## src/rtl/fetch_unit_if.sv

```systemverilog
// Fetch-stage bus: memory read port, decode valid/ready handshake and
// execute redirect. fetch_count exists only when FETCH_COUNT_EN is defined.
interface fetch_unit_if;
    logic [31:0] mem_addr;
    logic        mem_rstrb;
    logic [31:0] mem_rdata;
    logic [31:0] instr;
    logic [31:0] instr_pc;
    logic        instr_valid;
    logic        instr_ready;
    logic        redirect;
    logic [31:0] redirect_pc;
`ifdef FETCH_COUNT_EN
    logic [31:0] fetch_count;

    modport master (
        output mem_addr, mem_rstrb, instr, instr_pc, instr_valid, fetch_count,
        input  mem_rdata, instr_ready, redirect, redirect_pc
    );
    modport slave (
        input  mem_addr, mem_rstrb, instr, instr_pc, instr_valid, fetch_count,
        output mem_rdata, instr_ready, redirect, redirect_pc
    );
`else
    modport master (
        output mem_addr, mem_rstrb, instr, instr_pc, instr_valid,
        input  mem_rdata, instr_ready, redirect, redirect_pc
    );
    modport slave (
        input  mem_addr, mem_rstrb, instr, instr_pc, instr_valid,
        output mem_rdata, instr_ready, redirect, redirect_pc
    );
`endif
endinterface

```

## src/rtl/fetch_unit.sv

```systemverilog
// Instruction-fetch stage: holds the PC, strobes a one-cycle-latency
// instruction memory, presents fetched words to decode over valid/ready,
// and accepts redirects from execute (dropping any in-flight read).
// Optional macro FETCH_COUNT_EN adds a 32-bit completed-handshake counter.
module fetch_unit #(
    parameter logic [31:0] RESET_PC = 32'h0000_0000
) (
    input  logic       clk,
    input  logic       reset,
    fetch_unit_if.master bus
);

    typedef enum logic [1:0] {
        S_FETCH,
        S_WAIT,
        S_HOLD
    } state_t;

    state_t      state_q;
    logic [31:0] pc_q;
    logic [31:0] instr_q;
    logic [31:0] instr_pc_q;
    logic        valid_q;

    logic [31:0] pc_next_d;
    logic        handshake_d;
    logic        rstrb_d;

`ifdef FETCH_COUNT_EN
    logic [31:0] count_q;
`endif

    assign pc_next_d   = pc_q + 32'd4;
    assign handshake_d = valid_q & bus.instr_ready;

    // Read strobe: issued in S_FETCH, or from S_HOLD as the handshake completes;
    // suppressed by a redirect or reset so no read at a stale PC is started.
    always_comb begin
        rstrb_d = 1'b0;
        if (!reset && !bus.redirect) begin
            if (state_q == S_FETCH) begin
                rstrb_d = 1'b1;
            end else if (state_q == S_HOLD && bus.instr_ready) begin
                rstrb_d = 1'b1;
            end
        end
    end

    assign bus.mem_addr    = pc_q;
    assign bus.mem_rstrb   = rstrb_d;
    assign bus.instr       = instr_q;
    assign bus.instr_pc    = instr_pc_q;
    assign bus.instr_valid = valid_q;
`ifdef FETCH_COUNT_EN
    assign bus.fetch_count = count_q;
`endif

    // Fetch FSM with PC, captured instruction and valid flag as registered outputs.
    always_ff @(posedge clk or posedge reset) begin
        if (reset) begin
            state_q    <= S_FETCH;
            pc_q       <= RESET_PC;
            instr_q    <= '0;
            instr_pc_q <= '0;
            valid_q    <= 1'b0;
`ifdef FETCH_COUNT_EN
            count_q    <= '0;
`endif
        end else begin
`ifdef FETCH_COUNT_EN
            // A handshake coinciding with a redirect still counts.
            if (handshake_d) begin
                count_q <= count_q + 32'd1;
            end
`endif
            if (bus.redirect) begin
                // Redirect wins in every state; data returning this cycle is dropped.
                pc_q    <= bus.redirect_pc & 32'hFFFF_FFFC;
                valid_q <= 1'b0;
                state_q <= S_FETCH;
            end else begin
                case (state_q)
                    S_FETCH: begin
                        state_q <= S_WAIT;
                    end
                    S_WAIT: begin
                        instr_q    <= bus.mem_rdata;
                        instr_pc_q <= pc_q;
                        pc_q       <= pc_next_d;
                        valid_q    <= 1'b1;
                        state_q    <= S_HOLD;
                    end
                    S_HOLD: begin
                        // PC already points at the next word, so the strobe
                        // issued with the handshake reads it directly.
                        if (bus.instr_ready) begin
                            valid_q <= 1'b0;
                            state_q <= S_WAIT;
                        end
                    end
                    default: begin
                        state_q <= S_FETCH;
                    end
                endcase
            end
        end
    end

endmodule

```

## src/flat_wrapper.sv

```systemverilog
// flat-port wrapper written by rule: the top's interface ports become plain ports
module fetch_unit_flat 
#(
    parameter logic [31:0] RESET_PC = 32'h0000_0000
)
  (clk, reset, bus_mem_addr, bus_mem_rstrb, bus_instr, bus_instr_pc, bus_instr_valid, bus_mem_rdata, bus_instr_ready, bus_redirect, bus_redirect_pc);
  fetch_unit_if bus_i ();
  input  logic clk;
  input  logic reset;
  output wire logic [$bits(bus_i.mem_addr)-1:0] bus_mem_addr;
  output wire logic [$bits(bus_i.mem_rstrb)-1:0] bus_mem_rstrb;
  output wire logic [$bits(bus_i.instr)-1:0] bus_instr;
  output wire logic [$bits(bus_i.instr_pc)-1:0] bus_instr_pc;
  output wire logic [$bits(bus_i.instr_valid)-1:0] bus_instr_valid;
  input wire logic [$bits(bus_i.mem_rdata)-1:0] bus_mem_rdata;
  input wire logic [$bits(bus_i.instr_ready)-1:0] bus_instr_ready;
  input wire logic [$bits(bus_i.redirect)-1:0] bus_redirect;
  input wire logic [$bits(bus_i.redirect_pc)-1:0] bus_redirect_pc;
  assign bus_mem_addr = bus_i.mem_addr;
  assign bus_mem_rstrb = bus_i.mem_rstrb;
  assign bus_instr = bus_i.instr;
  assign bus_instr_pc = bus_i.instr_pc;
  assign bus_instr_valid = bus_i.instr_valid;
  assign bus_i.mem_rdata = bus_mem_rdata;
  assign bus_i.instr_ready = bus_instr_ready;
  assign bus_i.redirect = bus_redirect;
  assign bus_i.redirect_pc = bus_redirect_pc;
  fetch_unit #(.RESET_PC(RESET_PC)) u_core (.clk(clk), .reset(reset), .bus(bus_i));
endmodule
```

## config.mk

```make
export PLATFORM = sky130hd
export DESIGN_NAME = fetch_unit_flat
export DESIGN_NICKNAME = d
export VERILOG_FILES = /design/src/rtl/fetch_unit_if.sv /design/src/rtl/fetch_unit.sv /design/src/flat_wrapper.sv
export SDC_FILE = /design/constraint.sdc
export NUM_CORES = 1
export LEC_CHECK = 0
export ABC_AREA = 1
export BUFFER_PORTS_ARGS = -buffer_cell sky130_fd_sc_hd__buf_2
export CORE_MARGIN = 5
export CORE_UTILIZATION = 56
export CTS_BUF_LIST = sky130_fd_sc_hd__clkbuf_4
export DETAILED_ROUTE_END_ITERATION = 12
export HOLD_SLACK_MARGIN = 0.06
export PLACE_DENSITY = 0.88
export SETUP_SLACK_MARGIN = 0.15
export SYNTH_ARGS = -nofsm -noshare
export SYNTH_HDL_FRONTEND = slang
export SYNTH_SLANG_ARGS = --single-unit
```

## constraint.sdc

```tcl
create_clock -name clk -period 7.1 [get_ports clk]
set_input_delay 0.355 -clock clk [delete_from_list [all_inputs] [get_ports clk]]
set_output_delay 0.355 -clock clk [all_outputs]
set_load 0.005 [all_outputs]
```

# Yosys cells after proc, flatten, opt, wreduce, memory -nomap -nowiden
# Cells that the tools add are included.
# word_totals
reg_bits	99
output_inout_bits	98
# classes
n_eq_ne	3
n_reduce_logical	9
n_bitwise	1
muxes	11
n_addsub	1
# op_table
operator	n
$mux W32	2
$add A32 B3 Y32 const B	1
$pmux W2 S3	1
$mux W1	5
$mux W2	2
$reduce_and A2 Y1	2
$ne A3 B3 Y1 const B	1
$reduce_bool A3 Y1	1
$eq A2 B1 Y1 const B	1
$eq A2 B2 Y1 const B	1
$logic_and A1 B1 Y1	2
$logic_not A1 Y1	2
$logic_not A2 Y1	1
$pmux W1 S2	1
$reduce_bool A2 Y1	1
$not A1 Y1	1

# Logic depth before layout (Yosys ltp)
# Gate-level depths: netlist (run 1).
# logic_depth
ltp_word	5
mapped_depth	8
depth_no_buf	8

# Least setup slack after synthesis (run 1)
# OpenSTA, ideal clock, no wires.
# synth_path
path_type	register to register
startpoint	reg u_core.pc_q[3] (netlist: u_core.bus.mem_addr[3])
endpoint	reg u_core.pc_q[18] (netlist: u_core.bus.mem_addr[18])
arrival_ns	1.318
synth_period_minus_slack_ns	1.438
slack_ns	5.662
path_stages_with_launch	9
cell_sequence	dfrtp_1 > ha_1 > inv_1 > nor2_1 > nand3_4 > clkinv_2 > nand2_1 > a21oi_1 > nand2_1
# synth_between
elab_chain_len	3
# synth_rtl
item	line_no	source
from (decl)	fetch_unit.sv:20	logic [31:0] pc_q;
from (signal assigned)	fetch_unit.sv:78	pc_q <= bus.redirect_pc & 32'hFFFF_FFFC;
from (signal assigned)	fetch_unit.sv:89	pc_q <= pc_next_d;
$add A32 B3 Y32	fetch_unit.sv:33	assign pc_next_d = pc_q + 32'd4;
$mux W32	fetch_unit.sv:82	case (state_q)
$mux W32	fetch_unit.sv:76	if (bus.redirect) begin
# Every way passes these cells. The select of a mux whose other input is x is not followed.
# A chain may end at the register's enable or synchronous reset.

# Final worst setup path (run 1)
# layout_path
startpoint	in bus_redirect
endpoint	reg u_core.pc_q[2] (netlist: u_core.bus.mem_addr[2])
# layout_between
elab_chain_len	1
# layout_rtl
item	line_no	source
from (decl)	flat_wrapper.sv:17	input wire logic [$bits(bus_i.redirect)-1:0] bus_redirect;
$mux W32 / $reduce_bool A2 Y1 (equally long branches)	--	
# Several ways; a longest one is shown, not always the timed one.

==> run metrics, run 1 <==
status completed; sequential fraction of the synthesis area 0.5040; Die Ht just over 100 um; count of cell types in the netlist 34; Post-Route Skew approximately 0.017 ns; max incr delay on CP between 0.8 and 0.9 ns; Tot GR Track Use 0.2550; Mean Syn Cell Area ~7.8 um2; Initial DRT Pass Iterations 5; Synth Instances between 600 and 700; worst vdd ir about 0.00016 V; highest net fanout along the worst path roughly 120; FF-to-FF Start u_core.state_q[0]$_DFFE_PP0P_; CP Launch Type input pin; area grow syn2layout 20.42%; Final Wtd Congestion 0.8891; crit end category register; HPWL after DPL ~9000 um; Hold Startpoint bus_mem_rdata[1]; Post-Syn Area 4717 um2; Leak Pwr approximately 3 nW; antenna violations before repair 1; Fin. Hold Viols 0; CTS sink cnt 95; Setup violations, final 0; Clock Pin Slew Worst Setup and Hold Paths around 0.14 ns; total congestion overflow 0; H-Tree Depth 3; Worst R2R Path Depth 6; vias in the first global route ~4500; Vias between 4000 and 5000; EDFF count, synth 0; largest net degree at the start of global routing around 120; Synth Area in Simple Gates 0.3464; CP startpoint bus_redirect; Worst Path Buf+Inv 3; Ys Warns 0; compound-gate portion of the synthesized area 0.06711; Max Freq roughly 0.35 GHz; Core Rows 33; Crit-path slowest cell nand2_4; synthesized flop and latch total 95; Die X 101.8 um; Finished Layout Cells around 870; count of antenna-violating nets left after detailed routing 0; Final period util 0.4078; max_cap viols 0; nets 825; largest family of logic cells by synthesized area simple AND/OR/NAND/NOR gates; min-delay worst type in -> reg; CP Depth 6; RSZ-0062 raised after global routing no; I/O pins 166; Root Buffer clkbuf_4; first-pass GRT wire length 20960 um; setup TNS 0 ns; Core ar. approximately 8200 um2; Post-synth top flop dfrtp_1; Num CTS Buffers 9; placed cell count around 850; worst-path cell chain buf_2, inv_2, nand2_4, inv_2, a22oi_1, o21ai_0; CTS tree done; slew margin rel. 0.2604; Setup CP Type in -> reg; n_diodes 0; post-synthesis adder-cell area fraction 0.002653; ys async rst share 1.000; post-synthesis xor/xnor area fraction 0.003714; Cell Pwr Density approximately 250 nW/um2; vias per cell 5.288; port bufs 159; Crit path arrival time 3.18 ns; Post-Route WL roughly 13000 um; clk_lat worst skew roughly 0.43 ns; cell mode on critical path inv_2; drt drc 0; worst-case clock buffer depth 2; initial core utilization 0.5741; Worst Hold Depth 3; drt initial violations approximately 270; Critical Path RT between 7 and 8 ns; fraction of layout cells with a size suffix above 1 0.2628; Period minus WS final 2.895 ns; Slew @ Worst Pin around 1.1 ns; Final Max Slew Viols 0; post-synthesis mux area share 0; full die area around 10000 um2; crit-path leading delay family buffers and inverters; Avg WL per Cell around 15 um
## worst reg2reg max path, stage by stage, from the launching register on
cell and delay, ns:
dfrtp_1 0.43, inv_1 0.13, nor2_4 0.07, nand2_4 0.77
inv_2 0.76, a22oi_1 0.34, o21ai_0 0.14
## synth_stat cells (3+ instances only)
library cell    n  area [um2]
inv_1          49       183.9
nor2_2          6       37.54
nor2_1         55       206.5
clkbuf_1        8       30.03
nand4_1        11       68.82
nor2_4          6       67.56
buf_2          10       50.05
nand2_1       225       844.6
buf_4           7       52.55
o211ai_1        5       37.54
nand3_1        43       215.2
nand3b_1        9       67.56
nor3_1          3       15.01
nand2_2         6       37.54
dfrtp_1        95        2377
a21oi_1         5       25.02
o21ai_0        44       220.2
## worst paths after layout
| kind | endpoint | slack (ns) |
|---|---|---|
| setup / recovery | u_core.bus.mem_addr[2]$_DFFE_PP0N_ | 4.20 |
| hold / removal | u_core.bus.instr[1]$_DFFE_PP0P_ | 0.11 |
| hold reg to reg | u_core.bus.instr[4]$_DFFE_PP0P_ | 0.49 |
| setup reg to reg | u_core.bus.mem_addr[2]$_DFFE_PP0N_ | 4.31 |
| max in group asynchronous | u_core.state_q[0]$_DFFE_PP0P_ | 5.48 |
| min in group asynchronous | u_core.bus.instr[4]$_DFFE_PP0P_ | 0.46 |
## cell usage in the layout, fill, tap and decap left out, types with 6 or more instances in the layout
cell      instances
nand3_1          43
nor2_1           55
o21ai_0          44
nor2_2            6
nand3b_1          9
nor2_4            6
dfrtp_1          95
inv_1            48
clkbuf_4         11
nand2_1         225
buf_2           159
nand4_1          11
## area by class of cell
| cell class | count | area [um2] |
|---|---|---|
| fillers | 687 | 2536 |
| flip-flops and latches | 95 | 2377 |
| multi-input cells | 436 | 2001 |
| repair buffers | 161 | 813.3 |
| inverters | 53 | 202.7 |
| well taps | 105 | 131.4 |
| clock buffers | 11 | 82.58 |
| clock inverters | 5 | 72.57 |
## where the power goes
part           leakage, nW  switching, mW  total (mW)  internal (mW)
registers             1.18         0.0815       0.732          0.650
logic                 1.81          0.195       0.347          0.152
clock network       0.0859          0.176       0.325          0.149
## metrics by stage
stage	utilization	area [um2]	total power [mW]	hold WS, ns	worst slack (ns)
finish	0.6913	5680	1.403	0.1050	4.205
floorplan	-	4728	0.9086	0.4646	4.268
CTS	0.6913	5680	1.411	0.09078	4.282
detailed placement	0.6712	5515	1.091	0.3867	3.807
global placement	0.6712	5515	1.071	0.3773	3.873
global route	0.6913	5680	1.500	0.09404	3.930
## metal layers
metal,vias to the layer above,track usage,routed length (um)
li1,2202,-,-
met3,37,0.06336,1274
met4,2,0.1125,332
met2,219,0.3994,5961
met5,-,0,13
met1,2119,0.3371,5127
## kinds of logic after synthesis
kind of cell,after synthesis
compound gates,59
buf+inv,80
fa+ha+maj,1
other cells,1
xor+xnor,2
flops,95
simple gates,370
## sequential cells by signal (all words and copies together), names as in the netlist
register                flops
u_core.bus.instr_valid      1
u_core.bus.mem_addr        30
u_core.bus.instr           32
u_core.state_q              2
u_core.bus.instr_pc        30
## timing repair
item	4_1_cts	5_1_grt
resized for setup	0	0
setup endpoints to repair	0	0
hold endpoints to repair	32	0
setup buffers	0	0
hold buffers	1	0
(Power assumes the default switching activity.)
==> inputs of run 2 (changes only) <==
Settings changed: ABC_AREA 1 to 0, CORE_UTILIZATION 56 to 46, PLACE_DENSITY 0.88 to 0.79.
Clock period 7.1 ns to 2.32 ns, I/O delays scaled along.
==> run 2 against run 1 <==
Compared with the run above:
- synthesized area decreased by 9.0%
- flip-flop and latch count stayed put
- via count shrank 17%
- sequential share of layout area down 2.6 points
- core utilization decreased by 3.0 points
- highest routed layer is now met4
- global-route usage is 4.0 points lower
- combinational power rose to 3.3 times the previous value
==> run metrics, run 2 <==
Mean Syn Cell Area 11.86 um2 (+53%); drt drc 0 (unchanged); Post-Route Utilization 0.6618 (-0.02954); Core Rows 35 (+6.1%); Root Buffer clkbuf_4; max incr delay on CP 0.59 ns (-0.25 ns); area grow syn2layout 41.14%; count of antenna-violating nets left after detailed routing 0 (unchanged); Synth area leaders dfrtp_1 (55%), mux2_2 (16%), o21ai_0 (2.2%); cell taking the most area after synthesis dfrtp_1; vias per cell 5.373 (+1.6%); most common cell after layout, fill and taps aside buf_2; Die X 106.6 um (+4.7%); EDFF count, synth 0 (unchanged); Cell Pwr Density 722.6 nW/um2 (+190%); Post-Route WL 12160 um (-4.3%); clk_lat worst skew 0.46 ns (+0.03 ns); full die area 11360 um2 (+9.7%); I/O pins 166 (unchanged); setup TNS 0 ns (unchanged); count of cell types in the netlist 39 (+15%); Post-synth top flop dfrtp_1; Placed Instance Area 5233 um2 (-5.1%); Leak Pwr 2.702 nW (-12%); Crit-path slowest cell or4_4; Avg WL per Cell 17.24 um (+18%); total congestion overflow 0 (unchanged); Post-Route Skew 0.02456 ns (+0.007833 ns); fin area 6057 um2 (+6.6%); vias in the first global route 3919 (-13%); HPWL after DPL 7988 um (-13%); Period minus WS final approximately 2.1 ns; port bufs 159 (unchanged); CP Launch Type register; worst vdd ir 0.0003488 V (+110%); top post-synthesis cells by count dfrtp_1 (95), mux2_2 (62), nand2_1 (23), o21ai_0 (19), nor2_1 (17); antenna violations before repair 1 (unchanged); Setup violations, final 0 (unchanged); Final period util 0.8981; Fin. Hold Viols 0 (unchanged); min-delay worst type in -> reg; CTS tree done; Core ar. 9153 um2 (+11%); status completed; first-pass GRT wire length 19220 um (-8.3%); drt initial violations 237 (-11%); max_cap viols 0 (unchanged); Finished Layout Cells 705 (-19%); Final Wtd Congestion 0.8293 (-6.7%); Ys Warns 0 (unchanged); crit end category register; Crit path arrival time 2.46 ns (-0.72 ns); CTS sink cnt 95 (unchanged); Post-Syn Area 4292 um2 (-9.0%); top-count cell post-synth dfrtp_1; placed cell count 621 (-27%); synthesized flop and latch total 95 (unchanged); Synth Instances 362 (-40%); initial core utilization 0.4689 (-0.1052); Num CTS Buffers 9 (unchanged); largest net degree at the start of global routing 55 (-54%); Vias 3788 (-17%); RSZ-0062 raised after global routing no; Initial DRT Pass Iterations 4 (-1); worst-case clock buffer depth 2 (unchanged); top-area cell type share of the netlist area 0.5539 (+0.04996); Setup CP Type reg -> reg; Final Max Slew Viols 0 (unchanged); Max Freq 0.4800 GHz; Critical Path RT 2.70 ns (-4.68 ns); Tot GR Track Use 0.2145 (-0.04047); most frequent cells in the layout buf_2 (159), dfrtp_1 (93), dlygate4sd3_1 (65), mux2_2 (62), nand2_1 (22); worst-path cell chain nand4b_4, or4_4, or4_1, a31oi_1; sequential fraction of the synthesis area 0.5539 (+0.04996); nets 656 (-20%); ys async rst share 1.000 (unchanged); Clock Pin Slew Worst Setup and Hold Paths 0.17 ns (+0.03 ns); Die Ht 106.6 um (+4.7%); max reg flops 32 (unchanged); H-Tree Depth 3 (unchanged); fraction of layout cells with a size suffix above 1 0.4392 (+0.1764); highest net fanout along the worst path 10 (-92%)
==> run 2: cell count changes after synthesis, moves of 10 or more <==
cell     previous run  this run
o21ai_0            44        19
nand2_1           225        23
or4_1               0        11
buf_2              10         0
nor2_1             55        17
a31oi_1             2        13
nand3_1            43        15
mux2_2              0        62
or3_1               0        11
inv_1              49         7
==> run 2: power by group <==
part	internal, mW	switching, mW	total [mW]	leakage, nW
logic	0.669	0.467	1.14	1.51
registers	2.01	0.255	2.27	1.11
clock network	0.359	0.613	0.972	0.0771
total	3.04	1.33	4.38	2.70
==> run 2: layer usage <==
layer	up-vias	GRT usage	part of all wire
met2	160	0.3665	0.50
met5	-	0	0
met1	1818	0.2549	0.39
met3	38	0.04034	0.071
li1	1772	-	-
met4	0	0.1178	0.039
==> run 2: path summary, 6_finish.rpt <==
check / cells past startpoint / to / slack [ns] / start
worst max-delay path: 4 / u_core.bus.mem_addr[31]$_DFFE_PP0N_ / 0.24 / u_core.state_q[0]$_DFFE_PP0P_
min in group asynchronous: 3 / u_core.state_q[0]$_DFFE_PP0P_ / 0.21 / reset
worst max register to register: 4 / u_core.bus.mem_addr[31]$_DFFE_PP0N_ / 0.24 / u_core.state_q[0]$_DFFE_PP0P_
max in group asynchronous: 4 / u_core.bus.instr[1]$_DFFE_PP0P_ / 1.42 / reset
worst min-delay path: 3 / u_core.bus.mem_addr[29]$_DFFE_PP0N_ / 0.12 / bus_redirect
worst min register to register: 1 / u_core.bus.instr[0]$_DFFE_PP0P_ / 0.52 / u_core.bus.instr[0]$_DFFE_PP0P_
==> run 2: final cells by class <==
class	count	area [um2]
clock buffers	10	75.07
clock inverters	6	76.32
fillers	688	3095
flip-flops and latches	95	2380
inverters	7	30.03
repair buffers	233	1539
well taps	111	138.9
multi-input cells	241	1813
diodes	2	5.005
==> run 2: logic make-up (layout without fill, tap and decap cells) <==
kind of cell,after synthesis,in the layout,share of synthesized area
flops,95,95,0.5539
buf+inv,29,256,0.02974
simple gates,113,113,0.1545
mux,63,63,0.1650
compound gates,50,50,0.07260
xor+xnor,10,10,0.02041
other cells,1,6,0.0008738
fa+ha+maj,1,1,0.002915
==> run 2: timing repair <==
action | 4_1_cts | 5_1_grt
buffers inserted | 0 | 1
setup endpoints to repair | 0 | 5
hold buffers | 65 | 0
endpoints found under the hold margin | 119 | 0
resized for setup | 0 | 4
==> run 2: metrics by stage <==
step | power, mW | hold WS [ns] | worst slack (ns)
2_1_floorplan | 2.776 | 0.2370 | 0.4557
3_3_place_gp | 3.289 | 0.1730 | 0.3166
3_5_place_dp | 3.342 | 0.1790 | 0.2942
4_1_cts | 4.391 | 0.09863 | 0.2436
5_1_grt | 4.619 | 0.1046 | 0.1705
6_report | 4.377 | 0.1228 | 0.2365
==> run 2: worst max-delay path: cells and delay by family, from the launching register on <==
kind            cells  cell delay (ns)
simple gates        3             1.28
compound gates      1             0.17
flops               1             0.54
